File: src/rtl/bus_arb_pkg.sv
// Shared types and the round-robin selection helper for the bus host arbiter.
package bus_arb_pkg;

    localparam int MAX_HOSTS = 8;

    typedef enum logic {
        ARB  = 1'b0,
        HOLD = 1'b1
    } arb_state_e;

    // First requester at or after prio, wrapping modulo nr_hosts; returns prio when nobody requests.
    function automatic logic [2:0] rr_next(input logic [2:0]           prio,
                                           input logic [MAX_HOSTS-1:0] req_vec,
                                           input int                   nr_hosts);
        logic [2:0] sel;
        int         idx;
        sel = prio;
        for (int k = MAX_HOSTS - 1; k >= 0; k--) begin
            idx = (int'(prio) + k) % nr_hosts;
            if (k < nr_hosts && req_vec[3'(idx)]) begin
                sel = 3'(idx);
            end
        end
        return sel;
    endfunction

endpackage

File: src/rtl/bus_id_fifo.sv
// In-order queue of host indices for transactions granted but not yet answered.
module bus_id_fifo #(
    parameter int Width = 1,
    parameter int Depth = 2
) (
    input  logic                       clk_i,
    input  logic                       rst_i,
    input  logic                       push,
    input  logic [Width-1:0]           push_id,
    input  logic                       pop,
    output logic [Width-1:0]           head,
    output logic [$clog2(Depth+1)-1:0] count,
    output logic                       full,
    output logic                       empty
);
    localparam int CntW = $clog2(Depth + 1);
    localparam int PtrW = (Depth > 1) ? $clog2(Depth) : 1;

    logic [Width-1:0] mem [Depth];
    logic [PtrW-1:0]  wr_ptr;
    logic [PtrW-1:0]  rd_ptr;
    logic             push_ok;
    logic             pop_ok;

    assign full    = (count == CntW'(Depth));
    assign empty   = (count == '0);
    assign push_ok = push && !full;
    assign pop_ok  = pop && !empty;
    assign head    = mem[rd_ptr];

    always_ff @(posedge clk_i) begin
        if (push_ok) begin
            mem[wr_ptr] <= push_id;
        end
    end

    always_ff @(posedge clk_i) begin
        if (rst_i) begin
            wr_ptr <= '0;
            rd_ptr <= '0;
            count  <= '0;
        end else begin
            if (push_ok) begin
                wr_ptr <= (wr_ptr == PtrW'(Depth - 1)) ? '0 : wr_ptr + 1'b1;
            end
            if (pop_ok) begin
                rd_ptr <= (rd_ptr == PtrW'(Depth - 1)) ? '0 : rd_ptr + 1'b1;
            end
            case ({push_ok, pop_ok})
                2'b10:   count <= count + 1'b1;
                2'b01:   count <= count - 1'b1;
                default: count <= count;
            endcase
        end
    end

endmodule

File: src/rtl/bus_host_arbiter.sv
// Round-robin arbiter sharing one bus host port between NrHosts requesters,
// with an ID queue steering each response back to the host that issued it.
//
//   state | meaning
//   ARB   | pick the next requester round-robin and forward it to the bus
//   HOLD  | bus request pending without grant; keep forwarding held_q only
module bus_host_arbiter #(
    parameter int NrHosts        = 2,
    parameter int MaxOutstanding = 2,
    parameter int AddressWidth   = 32,
    parameter int DataWidth      = 32
) (
    input  logic                                  clk_i,
    input  logic                                  rst_i,
    input  logic [NrHosts-1:0]                    host_req_i,
    input  logic [NrHosts-1:0]                    host_we_i,
    input  logic [NrHosts-1:0][AddressWidth-1:0]  host_addr_i,
    input  logic [NrHosts-1:0][DataWidth/8-1:0]   host_be_i,
    input  logic [NrHosts-1:0][DataWidth-1:0]     host_wdata_i,
    output logic [NrHosts-1:0]                    host_gnt_o,
    output logic [NrHosts-1:0]                    host_rvalid_o,
    output logic [NrHosts-1:0]                    host_err_o,
    output logic [NrHosts-1:0][DataWidth-1:0]     host_rdata_o,
    output logic                                  bus_req_o,
    output logic                                  bus_we_o,
    output logic [AddressWidth-1:0]               bus_addr_o,
    output logic [DataWidth/8-1:0]                bus_be_o,
    output logic [DataWidth-1:0]                  bus_wdata_o,
    input  logic                                  bus_gnt_i,
    input  logic                                  bus_rvalid_i,
    input  logic                                  bus_err_i,
    input  logic [DataWidth-1:0]                  bus_rdata_i,
    output logic [$clog2(MaxOutstanding+1)-1:0]   outstanding_o,
    output logic                                  unexpected_rvalid_o
);
    import bus_arb_pkg::*;

    localparam int HostW = $clog2(NrHosts);

    arb_state_e       state_q;
    arb_state_e       state_d;
    logic [HostW-1:0] prio_q;
    logic [HostW-1:0] held_q;
    logic [HostW-1:0] sel;
    logic [HostW-1:0] head;
    logic             full;
    logic             empty;
    logic             accept;
    logic             pop;
    logic             unexpected_q;

    assign accept              = bus_req_o && bus_gnt_i;
    assign pop                 = bus_rvalid_i && !empty && !rst_i;
    assign unexpected_rvalid_o = unexpected_q;

    bus_id_fifo #(
        .Width (HostW),
        .Depth (MaxOutstanding)
    ) u_id_fifo (
        .clk_i   (clk_i),
        .rst_i   (rst_i),
        .push    (accept),
        .push_id (sel),
        .pop     (pop),
        .head    (head),
        .count   (outstanding_o),
        .full    (full),
        .empty   (empty)
    );

    always_ff @(posedge clk_i) begin
        if (rst_i) begin
            state_q      <= ARB;
            prio_q       <= '0;
            held_q       <= '0;
            unexpected_q <= 1'b0;
        end else begin
            state_q <= state_d;
            if (accept) begin
                prio_q <= HostW'((int'(sel) + 1) % NrHosts);
            end
            if (state_q == ARB && bus_req_o && !bus_gnt_i) begin
                held_q <= sel;
            end
            if (bus_rvalid_i && empty) begin
                unexpected_q <= 1'b1;
            end
        end
    end

    always_comb begin
        state_d = state_q;
        case (state_q)
            ARB:     if (bus_req_o && !bus_gnt_i) state_d = HOLD;
            HOLD:    if (bus_gnt_i) state_d = ARB;
            default: state_d = ARB;
        endcase
    end

    always_comb begin
        sel = (state_q == HOLD) ? held_q
                                : HostW'(rr_next(3'(prio_q), MAX_HOSTS'(host_req_i), NrHosts));
        // A full queue blocks new requests; HOLD is never entered while full.
        bus_req_o   = !rst_i && ((state_q == HOLD) ? host_req_i[sel] : (|host_req_i && !full));
        bus_we_o    = host_we_i[sel];
        bus_addr_o  = host_addr_i[sel];
        bus_be_o    = host_be_i[sel];
        bus_wdata_o = host_wdata_i[sel];

        host_gnt_o      = '0;
        host_gnt_o[sel] = accept;

        host_rvalid_o = '0;
        host_err_o    = '0;
        host_rdata_o  = '0;
        if (pop) begin
            host_rvalid_o[head] = 1'b1;
            host_err_o[head]    = bus_err_i;
            host_rdata_o[head]  = bus_rdata_i;
        end
    end

    hold_req_stable: assert property (@(posedge clk_i) disable iff (rst_i)
                                      (state_q == HOLD) |-> host_req_i[held_q]);

endmodule

File: config.mk
export PLATFORM = sky130hd
export DESIGN_NAME = bus_host_arbiter
export DESIGN_NICKNAME = d
export VERILOG_FILES = /design/src/rtl/bus_arb_pkg.sv /design/src/rtl/bus_id_fifo.sv /design/src/rtl/bus_host_arbiter.sv
export SDC_FILE = /design/constraint.sdc
export NUM_CORES = 1
export LEC_CHECK = 0
export BUFFER_PORTS_ARGS = -buffer_cell sky130_fd_sc_hd__clkbuf_2
export CORE_AREA = 2 2 123 125
export DETAILED_ROUTE_END_ITERATION = 10
export DIE_AREA = 0 0 125 127
export RECOVER_POWER = 50
export SETUP_SLACK_MARGIN = 0.4
export SYNTH_ARGS = -nofsm -noshare
export SYNTH_HDL_FRONTEND = slang
export SYNTH_HIERARCHICAL = 1
export SYNTH_SLANG_ARGS = --single-unit
File: constraint.sdc
create_clock -name clk_i -period 2.9 [get_ports clk_i]
set_input_delay 0.58 -clock clk_i [delete_from_list [all_inputs] [get_ports clk_i]]
set_output_delay 0.58 -clock clk_i [all_outputs]
set_load 0.1 [all_outputs]
After elaboration in Yosys (flattened, before gate mapping)

Memories as Yosys holds them, arrays and structs flattened. A register that Yosys moved wholly into a read port is not among the register bits.
Index checks and enable logic that the tools add are counted.
Widths: inputs -> output; s select.

Bits in latches: 0
Register bits: 8
Bits in writable memories: 2
Memory bits (read-only): 0
Bits of input ports: 177
Logic and storage cells: 86
Memories: 1
Output and inout port bits: 143

Memory list:

| name          | words | width | read ports | clocked after Yosys merged registers in | wr ports | RTL line          | text |
|---|---|---|---|---|---|---|---|
| u_id_fifo.mem | 2     | 1     | 1          | 1                                       | 1        | bus_id_fifo.sv:19 | `logic [Width-1:0] mem [Depth];` |

$lt $le $gt $ge: 6
Multiplexer cells: 38
Equality and inequality tests: 3
Divide/modulo/power cells: 0
Reduce and logical (&&, ||, !) cells: 20
Bitwise operators: 5
Multipliers: 0
Add/subtract/negate cells: 6
Shift operators: 0

Operators with widths:

| operator            | number |
|---|---|
| $mux 32             | 5 |
| $and 64x64->64      | 1 |
| $mux 64             | 1 |
| $demux 32 s1        | 1 |
| $mux 1              | 22 |
| $logic_and 1x1->1   | 13 |
| $mux 4              | 2 |
| $lt 2x5->1 const B  | 1 |
| $add 1x1->1 const B | 4 |
| $and 2x2->2         | 2 |
| $eq 2x2->1 const B  | 2 |
| $logic_not 1->1     | 4 |
| $lt 1x2->1 const B  | 2 |
| $lt 1x4->1 const B  | 1 |
| $mux 2              | 2 |
| $pmux 2 s2          | 1 |
| $add 2x1->2 const B | 1 |
| $bmux 1 s2          | 1 |
| $demux 1 s1         | 2 |
| $eq 2x1->1 const B  | 1 |
| $ge 1x1->1 const B  | 2 |
| $logic_not 2->1     | 1 |
| $pmux 1 s2          | 1 |
| $reduce_bool 2->1   | 1 |
| other kinds (4)     | 4 |

Logic depth before layout (Yosys ltp)

Gate-level depths: netlist of run 1.

Word-level depth: 16
Gate-level depth with buffers: 10
Mapped depth without buffers: 10

Hierarchy

The synthesis of run 1 kept the hierarchy.

Modules (own cells, without submodules):

| module           | area each (um2) | times used | cells each | seq. area each (um2) |
|---|---|---|---|---|
| bus_host_arbiter | 1898.1          | 1          | 186        | 80.1 |
| bus_id_fifo      | 295.3           | 1          | 29         | 160.2 |

Least setup slack after synthesis of run 1

OpenSTA, ideal clock, no wires.

Path kind: register to output
From: reg u_id_fifo.count[0]
To: out bus_req_o
Path slack: -1687 ps
Arrival: 4007 ps
Cell stages (with the launch flop): 5
Buffers on the path: 0
Data required time: 2320 ps
Path through: dfxtp_1 -> nand2b_2 -> inv_2 -> or2_2 -> a221oi_1

Cells in the longest elaborated chain, start to end: 5

Ends and longest elaborated chain:

| what                     | RTL line                | text |
|---|---|---|
| start: declaration       | bus_id_fifo.sv:12       | `output logic [$clog2(Depth+1)-1:0] count,` |
| start signal: assignment | bus_id_fifo.sv:50       | `2'b10: count <= count + 1'b1;` |
| start signal: assignment | bus_id_fifo.sv:51       | `2'b01: count <= count - 1'b1;` |
| start signal: assignment | bus_id_fifo.sv:52       | `default: count <= count;` |
| $eq 2x2->1               | bus_id_fifo.sv:25       | `assign full = (count == CntW'(Depth));` |
| via full                 | bus_host_arbiter.sv:46  | `logic full;` |
| $logic_not 1->1          | bus_host_arbiter.sv:104 | `bus_req_o = !rst_i && ((state_q == HOLD) ? host_req_i[sel] : (\|host_req_i && !full));` |
| $logic_and 1x1->1        | bus_host_arbiter.sv:104 |  |
| $mux 1                   | bus_host_arbiter.sv:104 |  |
| $logic_and 1x1->1        | bus_host_arbiter.sv:104 |  |
| end: declaration         | bus_host_arbiter.sv:24  | `output logic bus_req_o,` |

The timed path passes the listed nets, and every way through them passes these cells.

Worst setup path in the final report of run 1

From: in host_req_i[0]
To: out bus_addr_o[14]

Cells in the longest elaborated chain, start to end: 8
Elaborated cells on any way between the ends: 10

Ends and longest elaborated chain:

| what                                         | RTL line                | text |
|---|---|---|
| start: declaration                           | bus_host_arbiter.sv:15  | `input logic [NrHosts-1:0] host_req_i,` |
| $bmux 1 s2                                   | bus_arb_pkg.sv:20       | `if (k < nr_hosts && req_vec[3'(idx)]) begin` |
| $mux 1 (not written as such) (2 in a row)    | bus_arb_pkg.sv:20       |  |
| $mux 1                                       | bus_arb_pkg.sv:20       |  |
| $mux 1 *                                     | bus_arb_pkg.sv:20       |  |
| $mux 1 *                                     | bus_host_arbiter.sv:101 | `sel = (state_q == HOLD) ? held_q` |
| $mux 32 (not written as such) * (2 in a row) | bus_host_arbiter.sv:106 | `bus_addr_o = host_addr_i[sel];` |
| end: declaration                             | bus_host_arbiter.sv:26  | `output logic [AddressWidth-1:0] bus_addr_o,` |

Every way passes the cells marked *; elsewhere a longest branch is shown, timed or not. The select of a mux whose other input is x is not followed.

==> results of run 1 <==
==> power by group through the flow <==
stage	Clock, mW	Sequential, mW	Combinational, mW
finish	0.252	0.175	2.10
global route	0.268	0.176	2.15
CTS	0.261	0.176	2.13
detailed placement	0	0.178	2.03
global placement	0	0.177	2.01
floorplan	0	0.200	1.32
==> timing repair <==
action,4_1_cts,5_1_grt
setup endpoints to repair,103,71
cloned,5,1
buffers inserted,8,1
pin swaps,2,0
gates resized for setup,17,2
hold buffers,0,0
==> sequential cells by signal, summed over array words and instances, names as in the netlist, named ones only <==
name and flops:
u_id_fifo/mem 2, u_id_fifo/rd_ptr 1, unexpected_rvalid_o 1, u_id_fifo/wr_ptr 1, held_q 1, prio_q 1
state_q 1, u_id_fifo/count 2
==> synthesized netlist by cell type, drive strengths merged <==
| library cell | instances |
|---|---|
| dfxtp | 9 |
| mux2 | 71 |
| nor3 | 2 |
| and2 | 35 |
| a21oi | 3 |
| or2 | 1 |
| o21a | 1 |
| xnor2 | 2 |
| maj3 | 1 |
| ha | 1 |
| or3 | 2 |
| o21ai | 5 |
| xor2 | 1 |
| nor2b | 1 |
| mux2i | 2 |
| and3 | 34 |
| buf | 8 |
| o32a | 1 |
| a221oi | 1 |
| edfxtp | 2 |
| nand2 | 1 |
| nand2b | 2 |
| clkbuf | 9 |
| inv | 7 |
| nor3b | 1 |
| nand3b | 2 |
| nor2 | 10 |
==> metal layers <==
metal / share of wire / up-vias / track usage / wire length [microns]
met1: 0.35 / 1335 / 0.1585 / 4416
met3: 0.063 / 12 / 0.02680 / 785
met5: 0 / - / 0 / 0
met4: 0.013 / 0 / 0.02614 / 164
met2: 0.57 / 126 / 0.2938 / 7085
li1: - / 1417 / - / -
==> layout make-up <==
class	count	area, sq um
repair buffers	340	3308
fillers	1432	8663
inverters	7	33.78
flip-flops and latches	11	244.0
well taps	184	230.2
multi-input cells	180	1866
clock buffers	4	78.83
==> stage by stage <==
stage               power, mW  utilization
global route            2.599       0.3994
detailed placement      2.205       0.4258
finish                  2.526       0.3994
global placement        2.190       0.4258
floorplan               1.517            -
CTS                     2.571       0.4507
==> worst max-delay path, stage by stage <==
cell and delay [ns]:
clkbuf_16 0.11, inv_8 0.03, maj3_2 0.30, mux2_4 0.33, bufbuf_16 0.31, mux2_4 0.31, buf_12 0.17
==> logic make-up after synthesis <==
family / Yosys count / share of synthesized area
buffers and inverters: 24 / 0.09811
AND/OR/NAND/NOR: 91 / 0.2510
adder cells (fa/ha/maj): 2 / 0.01084
XOR/XNOR: 3 / 0.01198
AO/OA/AOI/OAI: 11 / 0.03023
flip-flops: 11 / 0.1095
multiplexers: 73 / 0.4883
==> final timing paths <==
kind                        end  slack [ns]               start
max              bus_addr_o[14]        0.17       host_req_i[0]
min reg2reg    u_id_fifo/wr_ptr        0.48    u_id_fifo/wr_ptr
max reg2reg  u_id_fifo/count[1]        0.41  u_id_fifo/count[0]
min            u_id_fifo/wr_ptr        0.48    u_id_fifo/wr_ptr
==> run_results.csv, run 1 <==
group,metric,value,unit
worst_setup_path,crit_fanout,11,
logic_synthesis,synth_top_area_frac,0.4586,
hold_path,hold_path_class,"reg2reg",
grt,antenna_found_initial,0,
route,drc,0,
power,ir_drop,0.2043,mV
logic_synthesis,synthesis.nets,393,
logic_synthesis,synth_seq_cells,11,
floorplanning,io_pins,320,
timing,period_share,0.9427,
worst_setup_path,start_kind,"input pin",
clock_network,cts_sinks,11,
power,leakagePower,3.065,nW
route,vias,2890,
place,dp_slack,0.1060,ns
finish,stdcell_area,5761,sq um
logic_synthesis,avgSynthCellArea,10.20,sq um
clock_network,max-clock-path-buffers,2,
logic_synthesis,synth_area,2193,sq um
route,vias_per_cell,3.981,
clock_network,clkTransAtPathRegs,0.04,ns
route,wl_per_cell,17.15,microns
finish,layout-drive-gt1-share,0.8801,
worst_setup_path,critPathRequiredTime,2.32,ns
logic_synthesis,yosys.area.top_type,"mux2_4",
timing,period_minus_slack,2.734,ns
floorplanning,initial_core_util,0.1521,
status,status,"complete, no violations",
finish,final_cell_mix,"174 x clkbuf_2, 82 x buf_12, 68 x mux2_4",
clock_network,clock_latency,0.24,ns
floorplanning,die_w,125,microns
route,drt-total-wl,12.45,mm
worst_setup_path,crit_type,"in2out",
timing,slew_headroom,0.2290,
power,seq_power_share,0.069,
grt,grt_usage,0.1457,
clock_network,cts_root_buffer,"clkbuf_16",
place,numPortBuffers,319,
logic_synthesis,synth_area_leaders,"mux2_4 46%, and2_1 10%, and3_1 9.7%",
grt,grt_overflow,0,
run,drv_cap,0,
power,p_sw,1.341,mW
timing,setup_ws,0.1661,ns
finish,antenna_cells,0,
timing,tns,0,ns
timing,hold_violations,0,
power,p_comb_frac,0.831,
hold_path,hold_depth,2,
timing,setup_viol,0,
logic_synthesis,synthDistinctLibCells,31,
floorplanning,core_area,14420,sq um
grt,grt_start_max_net_pins,36,
finish,nNetsFinal,721,
worst_setup_path,rr_worst_depth,9,
clock_network,numCtsBuffers,3,
route,ant_nets,0,
power,clkPwrFrac,0.100,
clock_network,cts_tree,"built",
finish,areaGrowthSynthToFinish,162.6,%
timing,tightest_slew,1.161,ns
finish,final_common_cell,"clkbuf_2",
power,p_per_area,438.5,nW/um^2
finish,fin_cells,726,
place,routabilityCongestion,0.8161,
timing,fin_skew,0.002347,ns
clock_network,cts_max_level,1,
route,drt-initial-drc-count,61,
floorplanning,die_y,127,microns
grt,grt_first_pass_wirelength,18.20,mm
place,place_area,6142,sq um
grt,grt_pass1_vias,2975,
timing,rsz0062_at_grt,"yes",
place,dp_cells,707,
floorplanning,dieArea,15880,sq um
logic_synthesis,synth_warnings,6,
timing,fmax,0.3658,GHz
place,hpwl,10.51,mm
logic_synthesis,syn_inst,215,
route,drt-pass1-iter-count,4,
timing,maxSlewViolCount,0,
worst_setup_path,cp.arrival,2.15,ns
power,switching_share,0.5309,
power,p_int,1.185,mW
worst_setup_path,worst_setup_path_end_kind,"output port",
timing,hold_slack,0.4833,ns
logic_synthesis,synth-seq-area-share,0.1095,
floorplanning,num_rows,44,
Power figures use the tool's default switching activity.
==> run 2: changes to the inputs <==
--- a/config.mk
+++ b/config.mk
@@ -6,9 +6,12 @@
 export NUM_CORES = 1
 export LEC_CHECK = 0
 export BUFFER_PORTS_ARGS = -buffer_cell sky130_fd_sc_hd__clkbuf_2
-export CORE_AREA = 2 2 123 125
+export CELL_PAD_IN_SITES_DETAIL_PLACEMENT = 1
+export CELL_PAD_IN_SITES_GLOBAL_PLACEMENT = 1
+export CORE_AREA = 2 2 124 126
 export DETAILED_ROUTE_END_ITERATION = 10
-export DIE_AREA = 0 0 125 127
+export DIE_AREA = 0 0 126 128
+export PLACE_DENSITY_LB_ADDON = 0.1
 export RECOVER_POWER = 50
 export SETUP_SLACK_MARGIN = 0.4
 export SYNTH_ARGS = -nofsm -noshare
==> run_results.csv, run 2 (same netlist as run 1, synthesis figures left out) <==
group,metric,value,unit
status,status,"complete, no violations",
route,vias,2948,
route,vias_per_cell,4.033,
finish,nFillCells,1666,
place,dp_slack,0.1268,ns
grt,grt_start_max_net_pins,36,
route,top_layer,"met5",
timing,tightest_slew,1.219,ns
route,wl_per_cell,20.22,microns
timing,hold_violations,0,
place,routabilityCongestion,0.7873,
power,p_per_area,422.2,nW/um^2
timing,fin_skew,0.003792,ns
route,drt-initial-drc-count,67,
power,leakagePower,3.038,nW
finish,reg_top3,"u_id_fifo/count (2), u_id_fifo/mem (2)",
timing,tns,0,ns
hold_path,hold_depth,2,
worst_setup_path,crit_family,"multiplexers",
floorplanning,die_w,126,microns
grt,grt_overflow,0,
timing,setup_ws,0.2241,ns
route,wl_met3,1.084,mm
worst_setup_path,r2r-end,"u_id_fifo/count[1]",
hold_path,hold_path_class,"reg2reg",
power,ir_drop,0.1772,mV
finish,antenna_cells,0,
worst_setup_path,cp.arrival,2.10,ns
worst_setup_path,crit_path_top_delay_cell,"mux2_4",
hold_path,min_to,"unexpected_rvalid_o",
clock_network,cts_tree,"built",
finish,final_util,0.3949,
worst_setup_path,r2r_start,"u_id_fifo/count[0]",
grt,grt_usage,0.1681,
worst_setup_path,rr_worst_depth,10,
finish,multi_input_area,1834,sq um
worst_setup_path,critPathRequiredTime,2.32,ns
timing,period_share,0.9227,
finish,final_common_cell,"clkbuf_2",
worst_setup_path,max_stage_delay,0.35,ns
clock_network,numCtsBuffers,3,
clock_network,clkTransAtPathRegs,0.04,ns
finish,register_area,244.0,sq um
route,wl_met2,8.512,mm
finish,layout-drive-gt1-share,0.8508,
grt,grt_pass1_vias,3178,
route,drt-total-wl,14.78,mm
floorplanning,io_pins,320,
grt,antenna_found_initial,1,
floorplanning,core_area,14860,sq um
floorplanning,die_y,128,microns
timing,slew_headroom,0.1907,
timing,setup_viol,0,
floorplanning,num_rows,45,
worst_setup_path,rrSetupSlack,0.33,ns
route,met1_length,4.940,mm
finish,final_cell_mix,"175 x clkbuf_2, 105 x buf_12, 68 x mux2_4",
worst_setup_path,crit_fanout,7,
route,drt-pass1-iter-count,4,
worst_setup_path,worst_setup_path_end_kind,"output port",
timing,period_minus_slack,2.676,ns
worst_setup_path,crit_type,"in2out",
place,numPortBuffers,319,
finish,stdcell_area,5871,sq um
place,place_area,6167,sq um
clock_network,cts_max_level,1,
grt,grt_first_pass_wirelength,20.60,mm
timing,maxSlewViolCount,0,
place,hpwl,12.88,mm
floorplanning,initial_core_util,0.1476,
route,ant_nets,0,
power,power,2.479,mW
route,drc,0,
clock_network,cts_root_buffer,"clkbuf_16",
floorplanning,dieArea,16130,sq um
worst_setup_path,start_kind,"input pin",
run,drv_cap,0,
clock_network,max-clock-path-buffers,2,
clock_network,cts_sinks,11,
finish,nNetsFinal,722,
finish,areaGrowthSynthToFinish,167.7,%
hold_path,min_from,"unexpected_rvalid_o",
worst_setup_path,cp_cell_sequence,"buf_8 > inv_6 > maj3_2 > mux2_4 > buf_6 > buf_6 > mux2_4 > buf_12",
clock_network,clock_latency,0.24,ns
timing,fmax,0.3737,GHz
worst_setup_path,path_buf_inv,5,
timing,rsz0062_at_grt,"yes",
## run 2: stage by stage
stage | std cells | hold WS [ns]
2_1_floorplan | 215 | 0.4518
3_3_place_gp | 712 | 0.4631
3_5_place_dp | 712 | 0.4674
4_1_cts | 724 | 0.4797
5_1_grt | 731 | 0.5238
6_report | 731 | 0.4728
## run 2: layout make-up
| cell class | instances | area share |
|---|---|---|
| Sequential cell | 11 | 0.04156 |
| Timing Repair Buffer | 340 | 0.5872 |
| Multi-Input combinational cell | 181 | 0.3124 |
| Clock buffer | 4 | 0.01343 |
| Inverter | 7 | 0.005328 |
| Tap cell | 188 | 0.04007 |
## run 2: metal layers
layer,vias up,track usage
met3,14,0.04633
met1,1371,0.1689
met4,2,0.01810
li1,1414,-
met2,147,0.3498
met5,-,0
## run 2: timing repair
action                                  in CTS  in global routing
gates cloned                                 1                  1
endpoints found under the setup margin     104                 82
hold buffers                                 0                  0
setup buffers                                7                  6
pin swaps                                    2                  2
resized for setup                            8                  2
## run 2: how the worst max path moves through the flow
| stage | from | endpoint | cells past startpoint |
|---|---|---|---|
| 2_1_floorplan | u_id_fifo/count[1] | host_rdata_o[19] | 5 |
| 3_3_place_gp | host_req_i[0] | bus_wdata_o[12] | 7 |
| 3_5_place_dp | host_req_i[0] | bus_addr_o[14] | 7 |
| 4_1_cts | host_req_i[0] | bus_wdata_o[2] | 8 |
| 5_1_grt | u_id_fifo/count[0] | host_rdata_o[6] | 7 |
| 6_report | host_req_i[0] | bus_addr_o[26] | 8 |
## run 2: tightest hold or removal path, stage by stage, from the launching register on
cell	delay [ns]
dfxtp_1	0.32
a21oi_1	0.04
nor2_1	0.07
## run 2: power by group
part	total, mW	leakage, nW	internal [mW]	switching (mW)
registers	0.174	0.0930	0.166	0.00809
clock network	0.252	0.0382	0.185	0.0671
logic	2.05	2.91	0.793	1.26
